===== config.mk =====
export PLATFORM = sky130hd
export DESIGN_NAME = skew_feeder
export DESIGN_NICKNAME = d
export VERILOG_FILES = /design/src/rtl/skew_feeder.sv
export SDC_FILE = /design/constraint.sdc
export NUM_CORES = 1
export LEC_CHECK = 0
export ABC_AREA = 1
export CORE_MARGIN = 10
export CORE_UTILIZATION = 32
export DETAILED_ROUTE_END_ITERATION = 16
export GPL_TIMING_DRIVEN = 0
export PLACE_DENSITY = 0.62
export SETUP_SLACK_MARGIN = 0.2
export SLEW_MARGIN = 20
export SYNTH_ARGS = -nofsm -noshare
export SYNTH_HDL_FRONTEND = slang
export SYNTH_SLANG_ARGS = --single-unit

===== constraint.sdc =====
create_clock -name clk_i -period 1.2 [get_ports clk_i]
set_clock_uncertainty 0.05 [all_clocks]
set_input_delay 0.24 -clock clk_i [delete_from_list [all_inputs] [get_ports clk_i]]
set_output_delay 0.24 -clock clk_i [all_outputs]
set_load 0.1 [all_outputs]

===== src/rtl/skew_feeder.sv =====
// skew_feeder: left-edge input stager for the weight-stationary systolic array.
// Accepts one column beat per handshake and delays lane r by r cycles so each
// PE row sees its operand aligned with the partial sums coming from above.
// After the final beat of a matrix it drains the skew chains, then pulses done.
module skew_feeder #(
  parameter int NUM_BITS = 8,
  parameter int ROWS     = 4
) (
  input  logic                     clk_i,
  input  logic                     rst_ni,
  input  logic                     in_valid_i,
  output logic                     in_ready_o,
  input  logic [ROWS*NUM_BITS-1:0] in_data_i,
  input  logic                     in_last_i,
  output logic [ROWS*NUM_BITS-1:0] left_o,
  output logic [ROWS-1:0]          valid_o,
  output logic                     active_o,
  output logic                     done_o
);

  localparam int CW = (ROWS > 1) ? $clog2(ROWS) : 1;

  typedef enum logic [1:0] {
    IDLE,
    STREAM,
    DRAIN
  } state_t;

  state_t        state;
  logic [CW-1:0] drain_cnt;
  logic          hs;

  assign hs = in_valid_i && in_ready_o;

  // Sequencing FSM: ready and done are registered so the controller sees clean edges.
  always_ff @(posedge clk_i or negedge rst_ni) begin
    if (!rst_ni) begin
      state      <= IDLE;
      drain_cnt  <= '0;
      in_ready_o <= 1'b0;
      done_o     <= 1'b0;
    end else begin
      done_o <= 1'b0;
      case (state)
        IDLE, STREAM: begin
          in_ready_o <= 1'b1;
          if (hs) begin
            if (in_last_i) begin
              if (ROWS > 1) begin
                state      <= DRAIN;
                drain_cnt  <= CW'(ROWS - 1);
                in_ready_o <= 1'b0;
              end else begin
                state  <= IDLE;
                done_o <= 1'b1;
              end
            end else begin
              state <= STREAM;
            end
          end
        end
        DRAIN: begin
          drain_cnt <= drain_cnt - CW'(1);
          if (drain_cnt == CW'(1)) begin
            state      <= IDLE;
            done_o     <= 1'b1;
            in_ready_o <= 1'b1;
          end else begin
            in_ready_o <= 1'b0;
          end
        end
        default: begin
          state      <= IDLE;
          in_ready_o <= 1'b1;
        end
      endcase
    end
  end

  for (genvar r = 0; r < ROWS; r++) begin : g_lane
    logic [NUM_BITS-1:0] data_q [r+1];
    logic                tag_q  [r+1];

    // Free-running skew chain of r+1 stages; non-handshake cycles inject a zero bubble.
    always_ff @(posedge clk_i or negedge rst_ni) begin
      if (!rst_ni) begin
        for (int j = 0; j <= r; j++) begin
          data_q[j] <= '0;
          tag_q[j]  <= 1'b0;
        end
      end else begin
        data_q[0] <= hs ? in_data_i[r*NUM_BITS +: NUM_BITS] : '0;
        tag_q[0]  <= hs;
        for (int j = 1; j <= r; j++) begin
          data_q[j] <= data_q[j-1];
          tag_q[j]  <= tag_q[j-1];
        end
      end
    end

    assign left_o[r*NUM_BITS +: NUM_BITS] = data_q[r];
    assign valid_o[r]                     = tag_q[r];
  end

  assign active_o = |valid_o;

endmodule


==> impl_metrics.csv <==
group,metric,value,unit
floorplanning,ios,75,
sta,setup_slack,-326,ps
worst_setup_path,slowest_stage,"dfrtp_4",
logic_synthesis,ys_ff_latch,90,
drt,wirelength,5560,um
sta,fmax,0.655,GHz
power,p_per_area,2120,nW/um^2
power,combPwrFrac,0.425,
drt,via_per_inst,3.91,
grt,gr-usage-all-layers,0.0885,
logic_synthesis,syn_area_per_cell,13.2,sq um
floorplanning,die_height,114,um
cells_and_area,stdcell_count,431,
power,pwr-share-clk,0.206,
power,seq_power_share,0.369,
clock_network,clockBufferDepth,2,
floorplanning,initial_core_util,0.327,
worst_setup_path,crit_path_end_kind,"output port",
placed_design,gp_congestion,0.750,
power,p_int,6.45,mW
clock_network,cts_made_buffers,9,
placed_design,dp_hpwl,3630,um
cells_and_area,syn2layout_area_growth,72.2,%
sta,worst_pin_slew,479,ps
run_status,violations,"hold timing, setup timing",
clock_network,cts_tree,"yes",
floorplanning,die-area,13100,sq um
cells_and_area,nNetsFinal,355,
grt,grt-busiest-layer,"met2",
sta,hold_slack,-215,ps
power,ir_drop,0.00106,V
drt,drt_first_pass_iters,4,
logic_synthesis,postSynthCellCount,216,
clock_network,cts_root_buf,"clkbuf_8",
worst_setup_path,crit_chain,"nor2_4 -> nand2_8 -> buf_12",
drt,post_drt_wl_per_cell,12.9,um
logic_synthesis,ys_warn_count,0,
job,drv_cap,0,
grt,grt_util_met3,0.0409,
sta,layout_min_cycle_time,1530,ps
clock_network,clkTransAtPathRegs,90,ps
grt,antenna_found_initial,0,
power,p_leak,2.41,nW
grt,grt_max_degree,57,
sta,post-route-period-util,1.27,
clock_network,clkSinkCount,90,
logic_synthesis,seq_area_frac_synth,0.789,
drt,vias,1685,
logic_synthesis,yosysUniqueCellTypes,11,
drt,drt_iter0_markers,34,
grt,globalRouteMet1Util,0.0834,
worst_setup_path,crit_path_max_incr_delay,500,ps
grt,grt_pass1_vias,1827,
logic_synthesis,syn-cell-area,2850,sq um
floorplanning,design.core.area,8720,sq um
sta,timing.slew.headroom,0.680,
placed_design,dp_cells,399,
cells_and_area,design_area,4910,sq um
placed_design,port_buffers,74,
clock_network,clk_latency,350,ps
drt,antenna_left,0,
worst_setup_path,critPathRequiredTime,910,ps
sta,timing_hold_violations_final,34,
power,power_switching_share,0.382,
grt,grt_overflow,0,
placed_design,dp_worst_setup_slack,-744,ps
sta,rsz0062_at_grt,"yes",
cells_and_area,diodes,0,
floorplanning,rows,34,
power,p_switching,3.98,mW
cells_and_area,fillers,709,
placed_design,placed_area,3860,sq um
worst_hold_path,hold_path_class,"input port to asynchronous set/reset pin",
worst_setup_path,critPathKind,"register to output port",
sta,finalSetupViolations,50,
run_status,status,"complete, but fails checks",
worst_setup_path,start_kind,"register",
grt,grt_first_pass_wirelength,8960,um
grt,met2_usage,0.158,
cells_and_area,final_cell_mix,"dfrtp_1, inv_1, clkdlybuf4s50_1, buf_6, buf_12",
sta,drv_slew,0,
worst_setup_path,arrival,1240,ps
worst_setup_path,crit_fanout,2,
clock_network,cts_max_level,3,
cells_and_area,drive_gt1_frac,0.495,
logic_synthesis,synth_nets,253,
floorplanning,die_w,114,um
cells_and_area,layout_commonest_cell,"dfrtp_1",
drt,drc,0,
stage by stage:
| step | total power [mW] | setup TNS, ps | util |
|---|---|---|---|
| 5_1_grt | 10.9 | -6560 | 0.563 |
| 4_1_cts | 10.4 | -4670 | 0.547 |
| 6_report | 10.4 | -3910 | 0.563 |
| 3_3_place_gp | 6.99 | -325650 | 0.440 |
| 3_5_place_dp | 7.07 | -27320 | 0.443 |
| 2_1_floorplan | 6.25 | -49.2 | - |
flip-flops by register name (all words and copies together), names as in the netlist:
signal,flops
done_o,1
drain_cnt,2
g_lane.data_q,56
g_lane.tag_q,3
in_ready_o,1
left_o,24
state,2
valid_o,1
power by group through the flow:
stage / sequential (mW) / clock (mW) / combinational (mW)
final: 3.85 / 2.15 / 4.43
after global routing: 3.92 / 2.39 / 4.61
after CTS: 3.85 / 2.23 / 4.30
after detailed placement: 3.88 / 0 / 3.19
after global placement: 3.86 / 0 / 3.13
after floorplan: 4.50 / 0 / 1.75
final timing paths:
path,startpoint,to,slack (ps),depth (start not counted)
max in group asynchronous,rst_ni,g_lane[2].data_q[9]$_DFF_PN0_,690,2
hold reg to reg,g_lane[2].data_q[9]$_DFF_PN0_,left_o[17]$_DFF_PN0_,290,0
hold / removal,rst_ni,g_lane[3].tag_q[2]$_DFF_PN0_,-210,1
min in group clk_i,g_lane[2].data_q[9]$_DFF_PN0_,left_o[17]$_DFF_PN0_,290,0
setup reg to reg,in_ready_o$_DFF_PN0_,g_lane[0].data_q[6]$_DFF_PN0_,-40,6
setup / recovery,valid_o[3]$_DFF_PN0_,active_o,-330,3
cell families (layout without fill, tap and decap cells):
group | count (synthesis) | after routing | synth area share
adder cells (fa/ha/maj) | 1 | 1 | 0.00439
buffers and inverters | 69 | 176 | 0.125
flip-flops | 90 | 90 | 0.789
AND/OR/NAND/NOR | 56 | 56 | 0.0811
worst max-delay path: cells and delay by family, from the launching register on:
family	cells	cell delay, ps
simple gates	2	220
flops	1	500
buf+inv	1	160
routing by layer:
metal / wire length [um] / vias to the layer above
li1: - / 798
met1: 1810 / 841
met2: 3280 / 39
met3: 373 / 7
met4: 98 / 0
met5: 0 / -
Yosys cell counts, drive strengths merged:
cell,count,area [sq um]
dfrtp,90,2250
inv,41,154
nor2,38,148
buf,28,203
nand2,11,46.3
nand3,6,30.0
ha,1,12.5
nand3b,1,7.51
repair_timing:
| action | CTS | global route |
|---|---|---|
| endpoints found under the hold margin | 34 | 34 |
| resized for setup | 394 | 34 |
| cloned | 3 | 0 |
| pin swaps | 14 | 13 |
| buffers inserted | 9 | 4 |
| endpoints found under the setup margin | 65 | 77 |
cell type report:
type / instances / area [sq um] / share of cell area
clock buffers: 10 / 138 / 0.0280
multi-input cells: 57 / 467 / 0.0950
inverters: 41 / 156 / 0.0318
well taps: 108 / 135 / 0.0275
plain buffers: 28 / 327 / 0.0665
flip-flops and latches: 90 / 2280 / 0.464
clock inverters: 6 / 72.6 / 0.0148
repair buffers: 91 / 1340 / 0.273
No activity file was read; power rests on OpenSTA's default activity.
